<file path="src/rtl/dut.sv">
// Register-file command stage: accepts one command per cycle, updates a small
// register file on WRITE, returns stored data on READ and forwards the command
// downstream with a fixed one-cycle latency. Master outputs feed the slave
// inputs of an identical instance directly, so stages can be chained.
module dut #(
    parameter int unsigned CMD_W  = 2,
    parameter int unsigned ADR_W  = 2,
    parameter int unsigned DATA_W = 3
) (
    input  logic              clk,
    input  logic              rst,
    input  logic [CMD_W-1:0]  s_cmd,
    input  logic [ADR_W-1:0]  s_adr,
    input  logic [DATA_W-1:0] s_data,
    output logic [CMD_W-1:0]  m_cmd,
    output logic [ADR_W-1:0]  m_adr,
    output logic [DATA_W-1:0] m_data,
    output logic [15:0]       wr_cnt,
    output logic [15:0]       err_cnt
);

    localparam int unsigned Depth = 2 ** ADR_W;

    localparam logic [CMD_W-1:0] CmdNop   = CMD_W'(0);
    localparam logic [CMD_W-1:0] CmdWrite = CMD_W'(1);
    localparam logic [CMD_W-1:0] CmdRead  = CMD_W'(2);

    logic [DATA_W-1:0] regfile_q [Depth];

    logic [CMD_W-1:0]  m_cmd_d;
    logic [ADR_W-1:0]  m_adr_d;
    logic [DATA_W-1:0] m_data_d;
    logic [15:0]       wr_cnt_d;
    logic [15:0]       err_cnt_d;
    logic              is_write;
    logic              is_rsvd;

    // Decode the incoming command into next-state outputs and counter updates.
    always_comb begin
        m_cmd_d   = CmdNop;
        m_adr_d   = '0;
        m_data_d  = '0;
        is_write  = 1'b0;
        is_rsvd   = 1'b0;
        case (s_cmd)
            CmdNop: begin
                is_rsvd = 1'b0;
            end
            CmdWrite: begin
                is_write = 1'b1;
                m_cmd_d  = CmdWrite;
                m_adr_d  = s_adr;
                m_data_d = s_data;
            end
            CmdRead: begin
                // Register file read returns the pre-edge contents; a WRITE on
                // the previous cycle has already landed, so no bypass is needed.
                m_cmd_d  = CmdRead;
                m_adr_d  = s_adr;
                m_data_d = regfile_q[s_adr];
            end
            default: begin
                is_rsvd = 1'b1;
            end
        endcase

        // Counters stick at all-ones instead of wrapping.
        wr_cnt_d  = (is_write && (wr_cnt != 16'hFFFF)) ? wr_cnt + 16'd1 : wr_cnt;
        err_cnt_d = (is_rsvd && (err_cnt != 16'hFFFF)) ? err_cnt + 16'd1 : err_cnt;
    end

    // Register outputs and counters; reset wins over any command in that cycle.
    always_ff @(posedge clk) begin
        if (rst) begin
            m_cmd   <= '0;
            m_adr   <= '0;
            m_data  <= '0;
            wr_cnt  <= '0;
            err_cnt <= '0;
        end else begin
            m_cmd   <= m_cmd_d;
            m_adr   <= m_adr_d;
            m_data  <= m_data_d;
            wr_cnt  <= wr_cnt_d;
            err_cnt <= err_cnt_d;
        end
    end

    // Register file storage: cleared on reset, written by accepted WRITEs.
    always_ff @(posedge clk) begin
        if (rst) begin
            for (int i = 0; i < Depth; i++) begin
                regfile_q[i] <= '0;
            end
        end else if (is_write) begin
            regfile_q[s_adr] <= s_data;
        end
    end

endmodule

</file>
<file path="config.mk">
export PLATFORM = sky130hd
export DESIGN_NAME = dut
export DESIGN_NICKNAME = d
export VERILOG_FILES = /design/src/rtl/dut.sv
export SDC_FILE = /design/constraint.sdc
export NUM_CORES = 1
export LEC_CHECK = 0
export BUFFER_PORTS_ARGS = -buffer_cell sky130_fd_sc_hd__buf_2
export CAP_MARGIN = 20
export CORE_ASPECT_RATIO = 1.4
export CORE_MARGIN = 1.5
export CORE_UTILIZATION = 55
export CTS_CLUSTER_SIZE = 20
export DETAILED_ROUTE_END_ITERATION = 16
export GPL_TIMING_DRIVEN = 1
export HOLD_SLACK_MARGIN = 0.1
export PLACE_DENSITY = 0.91
export SETUP_SLACK_MARGIN = 0.15
export SKIP_LAST_GASP = 1
export SLEW_MARGIN = 0
export SYNTH_ARGS = -nofsm -noshare
export SYNTH_HDL_FRONTEND = slang
export SYNTH_SLANG_ARGS = --single-unit
export TNS_END_PERCENT = 100
</file>
<file path="constraint.sdc">
create_clock -name clk -period 2.65 [get_ports clk]
set_clock_uncertainty 0.15 [all_clocks]
set_input_delay 0.53 -clock clk [delete_from_list [all_inputs] [get_ports clk]]
set_output_delay 0.53 -clock clk [all_outputs]
set_load 0.1 [all_outputs]
</file>
==> impl_metrics.py <==
metrics = {
    "floorplanning": {
        "core_region_area_um2": 4460,
        "initial_core_util": 0.567,
        "dieHeight_um": 83.2,
        "ios": 48,
        "die_w_um": 60.3,
        "fp.dieArea_um2": 5020,
        "rows": 29,
    },
    "final_layout": {
        "final_util": 0.654,
        "layout-drive-gt1-share": 0.288,
        "layout.cells.most_common_list": "buf_2, dfxtp_1, a21oi_1, nor2_1, nand3_1",
        "most_common_cell_after_layout_fill_and_taps_aside": "buf_2",
        "net_count_of_the_finished_layout": 309,
        "synthToLayoutAreaGrowth_pct": 15.5,
        "post_layout_nonfiller_instances": 357,
        "antenna_cells_inserted": 0,
    },
    "placed_design": {
        "portBuffers": 47,
        "hpwlAfterDp_mm": 3.90,
        "gp_routability_congestion": 0.811,
        "detailedPlace.worstSlack_ns": 0.321,
        "place.detailed.instances": 349,
    },
    "timing": {
        "worst_max_slew_pin_slew_ns": 0.550,
        "total_negative_setup_slack_ns": 0,
        "period_share": 0.761,
        "max_freq_mhz": 496,
        "rsz0062_at_grt": "no",
        "final_critical_path_setup_slack_ns": 0.634,
        "relSlewSlack": 0.632,
        "maxSlewViolCount": 0,
        "finalHoldViolCount": 0,
        "setup_failing_eps_final": 0,
        "final.min_clock_period_ns": 2.02,
    },
    "logic_synthesis": {
        "yosysWarnings": 0,
        "mappedNetlistNets": 263,
        "synth_async_sr_flop_share": 0,
        "synth.distinct_cells": 49,
        "postSynthRegisterBits": 51,
        "synth_seq_area_share": 0.451,
        "synth_edf_count": 12,
        "post_synth_main_area_contributors": "dfxtp_1, edfxtp_1, a21oi_1",
        "netlist_area_um2": 2530,
        "top_flip_flop_cell_by_instance_count_after_synthesis": "dfxtp_1",
        "top_cell_type_by_total_area_after_synthesis": "dfxtp_1",
        "syn_inst": 248,
        "yosys.area.top_type_share": 0.309,
        "postSynthAreaPerCell_um2": 10.2,
    },
    "clocking": {
        "cts_root_buffer": "clkbuf_8",
        "clk_path_buf_depth": 2,
        "clock_sink_count": 51,
        "cts_tree": "done",
        "cts_buffers": 5,
        "cts_resized": 0,
        "cts_setup_buffers": 0,
        "h-tree-depth": 2,
        "clock_insertion_delay_worst_skew_ns": 0.31,
        "clkSlewWorstSetupHoldPaths_ns": 0.09,
        "postCtsHoldBufs": 0,
    },
    "drt": {
        "detailedRoute.firstPassIterationCount": 4,
        "detail-route-antenna-nets": 0,
        "drc": 0,
        "detail_route.iter0.violations": 155,
        "post_drt_via_cell_ratio": 5.92,
        "postRouteWirelength_mm": 5.29,
        "routed-via-count": 2113,
        "wire_per_inst_um": 14.8,
    },
    "critical_path": {
        "kind_of_cell_adding_the_most_delay_to_the_critical_path": "simple AND/OR/NAND/NOR gates",
        "critical_path.startpoint": "s_cmd[1]",
        "crit_chain": "buf_2 -> inv_1 -> ha_1 -> and3_2 -> nand4_4 -> a2111oi_2 -> mux2_1",
        "critical_path.reg2reg.startpoint": "wr_cnt[0]",
        "arrival_ns": 2.07,
        "largest_stage_delay_on_the_critical_path_ns": 0.39,
        "critical-path-slowest-cell": "a2111oi_2",
        "worstSetupEndpointType": "flop",
        "biggest_fanout_along_the_worst_timing_path": 9,
        "critPathBufInv": 2,
        "worstSetupPathType": "primary input to flop",
        "required_ns": 2.70,
        "timing.critical_path.from_type": "primary input",
    },
    "grt": {
        "grt_start_max_net_pins": 51,
        "grt_pass1_wl_mm": 8.96,
        "grt_pass1_vias": 2036,
        "initial_antenna_violation_count": 0,
        "grtUsageTotal": 0.232,
        "global_route.overflow_total": 0,
    },
    "power": {
        "ir_worst_vdd_v": 0.000440,
        "leakage_nw": 1.19,
        "power_density_nw_per_um2": 506,
        "total_power_mw": 1.48,
    },
    "run": {
        "max_cap_violations": 0,
    },
    "run_status": {
        "result_of_the_run": "finished clean",
    },
    "worst_hold_path": {
        "hold_class": "flop to flop",
        "min_from": "wr_cnt[1]",
    },
}
worst paths after layout:
path,endpoint,slack [ns],cells after the start
max,wr_cnt[9],0.63,7
min,wr_cnt[1],0.35,2
max reg2reg,wr_cnt[14],0.64,5
min reg2reg,wr_cnt[1],0.35,2
worst reg2reg max path: cells and delay by family (launching register included):
kind | cells | cell delay, ns
mux | 1 | 0.36
simple gates | 3 | 0.79
fa+ha+maj | 1 | 0.25
flops | 1 | 0.37
Yosys cell counts, types with 2 or more instances:
master,n
a41oi_1,2
nand3_1,13
mux2_1,3
mux2_2,2
and3_1,2
nand4_2,4
or2_2,4
a31oi_1,3
nor2b_1,8
nand2_1,7
dfxtp_1,39
and2_1,12
a21oi_1,19
nor3_1,11
o21ai_0,6
nor2_1,14
a2111oi_2,2
a22oi_1,3
a311oi_1,2
nor3b_1,4
and4_1,5
or3_1,8
o31ai_1,7
inv_1,5
mux4_2,3
edfxtp_1,12
clkbuf_1,8
or4_1,5
nand4_1,5
nand2b_1,3
nand4_4,2
ha_1,6
mux2i_1,3
metal layers:
layer | global-route usage | part of all wire
met5 | 0 | 0
met4 | 0.103 | 0.021
met3 | 0.0530 | 0.052
met2 | 0.388 | 0.52
met1 | 0.271 | 0.40
registers in the layout, summed over array words and instances, names as in the netlist:
register   flops
m_cmd          2
regfile_q     12
m_data         3
m_adr          2
err_cnt       16
wr_cnt        16
layout make-up:
| class | instances | area [µm²] |
|---|---|---|
| Clock buffer | 7 | 97.6 |
| Clock inverter | 1 | 6.26 |
| Fill cell | 362 | 1540 |
| Inverter | 5 | 18.8 |
| Multi-Input combinational cell | 182 | 1320 |
| Sequential cell | 51 | 1150 |
| Tap cell | 62 | 77.6 |
| Timing Repair Buffer | 49 | 250 |
power by group:
part           total [mW]  leakage [nW]  switching (mW)  internal [mW]
clock network       0.502        0.0539           0.257          0.245
logic               0.150         0.703           0.110         0.0402
registers           0.825         0.433         0.00937          0.816
total                1.48          1.19           0.376           1.10
cell families after synthesis:
logic type | after synthesis | share of synthesized area
buffers and inverters | 15 | 0.0257
muxes | 11 | 0.0609
adders and majority gates | 6 | 0.0297
DFF | 51 | 0.451
and+or+nand+nor | 113 | 0.287
xor gates and xnor gates | 2 | 0.00693
AOI/OAI and AO/OA | 50 | 0.138
per-stage QoR:
stage          instance area [µm²]  hold slack [ns]
2_1_floorplan                 2530            0.559
3_3_place_gp                  2820            0.330
3_5_place_dp                  2820            0.337
4_1_cts                       2920            0.349
5_1_grt                       2920            0.391
6_report                      2920            0.346
No activity file was read; power rests on OpenSTA's default activity.
